**config.mk**
```make
export PLATFORM = sky130hd
export DESIGN_NAME = oam_dma
export DESIGN_NICKNAME = d
export VERILOG_FILES = /design/src/rtl/oam_dma.sv
export SDC_FILE = /design/constraint.sdc
export NUM_CORES = 1
export LEC_CHECK = 0
export CAP_MARGIN = 20
export CORE_ASPECT_RATIO = 0.75
export CORE_UTILIZATION = 41
export CTS_CLUSTER_DIAMETER = 150
export DETAILED_ROUTE_END_ITERATION = 8
export PLACE_DENSITY = 0.79
export SYNTH_ARGS = -nofsm -noshare
export SYNTH_HDL_FRONTEND = slang
export SYNTH_SLANG_ARGS = --single-unit
```
**constraint.sdc**
```tcl
create_clock -name clk_ph1 -period 2 [get_ports clk_ph1]
set_input_delay 0.6 -clock clk_ph1 [delete_from_list [all_inputs] [get_ports clk_ph1]]
set_output_delay 0.6 -clock clk_ph1 [all_outputs]
set_load 0.01 [all_outputs]
```
**src/rtl/oam_dma.sv**
```systemverilog
// Sprite DMA bus master: on a CPU write to TRIG_ADDR it halts the CPU and copies
// the 256-byte page {page,00}..{page,FF} to OAM_ADDR as alternating read/write cycles.
module oam_dma #(
  parameter logic [15:0] TRIG_ADDR = 16'h4014,
  parameter logic [15:0] OAM_ADDR  = 16'h2004
) (
  input  logic        clk_ph1,
  input  logic        rst,
  input  logic [15:0] cpu_addr,
  input  logic [7:0]  cpu_dout,
  input  logic        cpu_rw,
  output logic        cpu_halt,
  output logic        dma_active,
  output logic [15:0] dma_addr,
  output logic        dma_rw,
  output logic [7:0]  dma_dout,
  input  logic [7:0]  dma_din
);

  typedef enum logic [2:0] {
    S_IDLE,
    S_HALT,
    S_ALIGN,
    S_READ,
    S_WRITE
  } state_t;

  state_t      state_q, state_d;
  logic        par_q;
  logic [7:0]  page_q, page_d;
  logic [7:0]  idx_q, idx_d;
  logic [7:0]  buf_q, buf_d;
  logic        trig;

  assign trig = (cpu_addr == TRIG_ADDR) && !cpu_rw;

  always_ff @(posedge clk_ph1) begin
    if (rst) begin
      state_q <= S_IDLE;
      par_q   <= 1'b0;
      page_q  <= 8'h00;
      idx_q   <= 8'h00;
      buf_q   <= 8'h00;
    end else begin
      state_q <= state_d;
      par_q   <= ~par_q;
      page_q  <= page_d;
      idx_q   <= idx_d;
      buf_q   <= buf_d;
    end
  end

  always_comb begin
    state_d = state_q;
    page_d  = page_q;
    idx_d   = idx_q;
    buf_d   = buf_q;
    case (state_q)
      S_IDLE: begin
        if (trig) begin
          state_d = S_HALT;
          page_d  = cpu_dout;
          idx_d   = 8'h00;
        end
      end
      // Reads must land on even parity; an odd HALT cycle leads straight to READ.
      S_HALT:  state_d = par_q ? S_READ : S_ALIGN;
      S_ALIGN: state_d = S_READ;
      S_READ: begin
        buf_d   = dma_din;
        state_d = S_WRITE;
      end
      S_WRITE: begin
        if (idx_q != 8'hFF) begin
          idx_d   = idx_q + 8'd1;
          state_d = S_READ;
        end else begin
          state_d = S_IDLE;
        end
      end
      default: state_d = S_IDLE;
    endcase
  end

  // Bus outputs decode only registered state, so no input reaches an output combinationally.
  always_comb begin
    cpu_halt   = 1'b0;
    dma_active = 1'b0;
    dma_addr   = 16'h0000;
    dma_rw     = 1'b1;
    dma_dout   = 8'h00;
    case (state_q)
      S_HALT, S_ALIGN: begin
        cpu_halt   = 1'b1;
        dma_active = 1'b1;
      end
      S_READ: begin
        cpu_halt   = 1'b1;
        dma_active = 1'b1;
        dma_addr   = {page_q, idx_q};
      end
      S_WRITE: begin
        cpu_halt   = 1'b1;
        dma_active = 1'b1;
        dma_addr   = OAM_ADDR;
        dma_rw     = 1'b0;
        dma_dout   = buf_q;
      end
      default: ;
    endcase
  end

endmodule

```
# ---- Yosys cells after proc, flatten, opt, wreduce, memory -nomap -nowiden
# Index checks and enable logic that the tools add are counted.
# Widths: inputs -> output; s select.
dict set report totals {
  wordCells 33
  output_inout_bits 27
  in_bits 35
  regBits 28
}
dict set report classes {
  reduce_logical 7
  addsub 1
  eq_ne 8
  n_bitwise 1
  n_mux 11
}
# op count
set ops {}
lappend ops {{$pmux 16 s2} 1}
lappend ops {{$mux 8} 3}
lappend ops {{$eq 16x15->1 const B} 1}
lappend ops {{$pmux 8 s2} 1}
lappend ops {{$pmux 3 s5} 1}
lappend ops {{$add 8x1->8 const B} 1}
lappend ops {{$ne 8x8->1 const B} 1}
lappend ops {{$eq 3x2->1 const B} 2}
lappend ops {{$ne 2x2->1 const B} 2}
lappend ops {{$reduce_or 4->1} 1}
lappend ops {{$eq 3x1->1 const B} 1}
lappend ops {{$eq 3x3->1 const B} 1}
lappend ops {{$logic_not 3->1} 1}
lappend ops {{$mux 1} 3}
lappend ops {{$mux 3} 1}
lappend ops {{$reduce_and 3->1} 1}
lappend ops {{$mux 2} 1}
lappend ops {{$reduce_and 2->1} 1}
lappend ops {{$reduce_bool 2->1} 1}
lappend ops {{$logic_and 1x1->1} 1}
lappend ops {{$logic_not 1->1} 1}
lappend ops {{$not 1->1} 1}

# ---- Longest topological paths before layout
dict set report depth {
  ltp_word 4
  depth_mapped 6
  ltp_nobuf 5
}

# ---- Worst setup path before layout
# Ideal clock, no wire load.
dict set report synth_path {
  path_kind {reg-to-output}
  from {register state_q[2]}
  to {output port dma_addr[13]}
  path_slack_ps 197
  required_time_ps 1400
  arrival_ps 1203
  path_stages_with_launch 7
  n_path_buf 2
  path_cell_list {dfxtp_1 -> and2b_2 -> clkbuf_1 -> and2_1 -> buf_2 -> nand2_1 -> nand2_1}
}
dict set report synth_via {
  elab_chain_len 2
  elab_cells_between_ends 3
  cone_classes {2 x eq/ne; 1 x mux}
}
# item line
set synth_lines {}
lappend synth_lines {{start, declared} 28} ;# state_t state_q, state_d;
lappend synth_lines {{start signal, assigned} 45} ;# state_q <= state_d;
lappend synth_lines {{$eq 3x3->1 / $eq 3x2->1 (equally long branches)} 92} ;# case (state_q)
lappend synth_lines {{$pmux 16 s2 *} 92}
lappend synth_lines {{end, declared} 14} ;# output logic [15:0] dma_addr,
# Every way passes the cells marked *; elsewhere a longest branch is shown, timed or not.

# ---- Worst setup path after layout
dict set report layout_path {
  from {register state_q[2]}
  to {output port dma_dout[7]}
}
dict set report layout_via {
  elab_chain_len 2
}
# item line
set layout_lines {}
lappend layout_lines {{$eq 3x3->1} 92}
lappend layout_lines {{$mux 8} 92}
lappend layout_lines {{end, declared} 16} ;# output logic [7:0] dma_dout,
# No other way between the ends.

==> results.cfg <==
[route]
drt_iter0_drc = 100
routed_wl_mm = 4.12
avgRoutedWirePerCell_um = 14.0
route.detailed.drc = 0
vias = 1550
ant_nets = 0
vias_per_cell = 5.27
drt_first_pass_iters = 4

[setup_path]
cpMaxStageDelayCell = dfxtp_2
path_common_cell = buf_6
cp-start-kind = flop
cp.buffers_inverters = 4
critPathKind = flop to output port
rr_startpoint = state_q[2]
required_ps = 1400
end_kind = output port
path_delay_family = buffers and inverters
arrival_ps = 1380
path_cells = buf_4, nor3b_4, buf_6, buf_6, and2_1, buf_2
worstPathMaxFanout = 5
cp-startpoint = state_q[2]
cp_slowest_stage_delay_ps = 340

[timing]
relSlewSlack_pct = 69.7
fmaxAchievable_ghz = 0.504
fin_setup_tns_ps = 0
tightestPinTransition_ps = 453
fin_crit_sh_pct = 99.2
setup_viol = 0
rsz0062_at_grt = yes
finalHoldViolations = 0
min_period_ps = 1980
clock_skew_ps = 6.05
drv_slew = 0

[clock_tree]
cts_max_path_buffers = 2
numCtsBuffers = 3
clk_latency_ps = 280
clkTransAtPathRegs_ps = 90
cts.sinks = 28
htree_num_levels = 1
cts_hold_buf = 0
cts_root_buffer = clkbuf_8
cts_tree = yes

[yosys]
syn_nets = 214
ys.warnings.count = 0
synth_edf_count = 0
dominantRegCellSynth = dfxtp_1
ys_types = 38
ys_async_sr_fraction_pct = 0
ys_ff_latch = 28
syn_inst = 178
syn_area_um2 = 1390
synth_area_per_cell_um2 = 7.80
yosysSeqAreaShare_pct = 40.4

[cells_and_area]
n_fill_cell = 226
n_antenna_cell = 0
final_core_util_pct = 75.2
multiInputGateArea_um2 = 862
drive_gt1_share_pct = 32.8
finalNetCount = 293
finalNonFillerCells = 294
synthToLayoutAreaGrowth_pct = 67.2
regArea_um2 = 567

[grt]
grt_pass1_wl_mm = 6.76
grtUsageTotal_pct = 23.9
grt_antenna_before_repair = 0
grt_pass1_vias = 1483
grt-ovfl-total = 0
grt_start_max_net_pins = 17

[run]
cap_violations = 0

[placed_design]
gp_congestion = 0.797
dpl.cell_count = 285
dpl.hpwl_mm = 2.94
portBuffers = 61

[floorplanning]
fp.coreArea_um2 = 3080
die_x_um = 69.2
rows = 17
ios = 62
die-area_um2 = 3620
chipHeight_um = 52.4
initial_core_util_pct = 45.0

[power]
ir_drop_v = 0.000403
power.density_nw_per_um2 = 547
p_leak_nw = 0.998

[min_path]
min_path_type = flop to flop
hp-start = par_q

[outcome]
outcome = finished, final reports clean
worst register-to-register path, stage by stage (launching register included):
cell     delay (ps)
dfxtp_2         330
buf_4           130
buf_4           120
buf_4           150
or3_1           370
or3_4           450
buf_12          160
nand2_1          70
a21oi_1          60
synthesized netlist by cell type (2+ instances only):
| master | n | area, um2 |
|---|---|---|
| clkbuf_1 | 6 | 22.5 |
| and3_1 | 14 | 87.6 |
| nor2_1 | 8 | 30.0 |
| or3_1 | 2 | 12.5 |
| a21oi_1 | 21 | 105 |
| nor4_1 | 2 | 12.5 |
| nor3_1 | 2 | 10.0 |
| buf_2 | 2 | 10.0 |
| xnor2_1 | 2 | 17.5 |
| nand3_1 | 3 | 15.0 |
| o21ai_0 | 5 | 25.0 |
| nand2_1 | 43 | 161 |
| o22a_1 | 3 | 26.3 |
| dfxtp_1 | 28 | 561 |
| nand4_1 | 5 | 31.3 |
| and2_1 | 9 | 56.3 |
| nand4b_1 | 2 | 17.5 |
flip-flops by register name (all words and copies together) (netlist names):
signal and flops:
state_q 3, page_q 8, buf_q 8, par_q 1, idx_q 8
stage by stage:
stage | instance area [um2] | power, mW | hold WS [ps] | setup slack (ps)
detailed placement | 2140 | 0.814 | 403 | -355
floorplan | 1390 | 0.674 | 392 | 197
global placement | 2140 | 0.808 | 404 | -287
global route | 2320 | 1.32 | 462 | -61.0
finish | 2320 | 1.27 | 419 | 15.0
CTS | 2210 | 1.27 | 417 | -3.21
worst paths after layout:
path | endpoint | slack [ps] | depth (start not counted)
max reg2reg | page_q[1] | 70 | 8
max | dma_dout[7] | 20 | 6
min | par_q | 420 | 1
min reg2reg | par_q | 420 | 1
cell families (layout without fill, tap and decap cells):
group / Yosys count / count (layout) / share of synthesized area (%)
and+or+nand+nor: 99 / 99 / 37.4
AOI/OAI and AO/OA: 35 / 35 / 14.7
DFF: 28 / 28 / 40.4
buffers and inverters: 13 / 91 / 5.32
xor gates and xnor gates: 2 / 2 / 1.26
adders and majority gates: 1 / 1 / 0.902
what timing repair did:
item | in CTS | in global routing
setup buffers | 5 | 1
gates resized for setup | 119 | 38
setup endpoints to repair | 36 | 34
pin swaps | 6 | 15
area by class of cell:
| class | count | share of cell area (%) |
|---|---|---|
| tap | 38 | 2.05 |
| clock buffer | 3 | 1.78 |
| multi-input combinational | 137 | 37.2 |
| clock inverter | 1 | 1.29 |
| timing repair buffer | 86 | 33.1 |
| inverter | 1 | 0.162 |
| sequential | 28 | 24.4 |
power by group:
group | internal [mW] | switching, mW
logic | 0.139 | 0.105
clock network | 0.268 | 0.178
registers | 0.568 | 0.0114
layout by cell type, fill, tap and decap left out, types with 2 or more instances in the layout:
cell type | synthesis | routed
a21oi_1 | 21 | 21
and2_1 | 9 | 7
and2_4 | 0 | 2
and3_1 | 14 | 3
and3_4 | 0 | 11
buf_2 | 2 | 11
buf_4 | 1 | 19
buf_6 | 1 | 16
clkbuf_2 | 1 | 5
clkbuf_8 | 1 | 3
clkdlybuf4s50_1 | 0 | 23
dfxtp_1 | 28 | 25
dfxtp_2 | 0 | 2
dlygate4sd2_1 | 0 | 6
dlymetal6s2s_1 | 0 | 5
nand2_1 | 43 | 40
nand2_2 | 0 | 3
nand3_1 | 3 | 3
nand4_1 | 5 | 5
nand4b_1 | 2 | 2
nor2_1 | 8 | 8
nor3_1 | 2 | 2
nor4_2 | 0 | 2
o21ai_0 | 5 | 5
o22a_1 | 3 | 3
or3_1 | 2 | 2
metal layers:
layer | global-route usage [%] | vias to the layer above | share of wire, % | wire [um]
met3 | 5.19 | 4 | 6.7 | 275
met4 | 7.14 | 0 | 0.85 | 35
met2 | 43.5 | 59 | 50 | 2060
met1 | 28.7 | 709 | 43 | 1750
li1 | - | 778 | - | -
met5 | 0 | - | 0 | 0
Power figures use the tool's default switching activity.
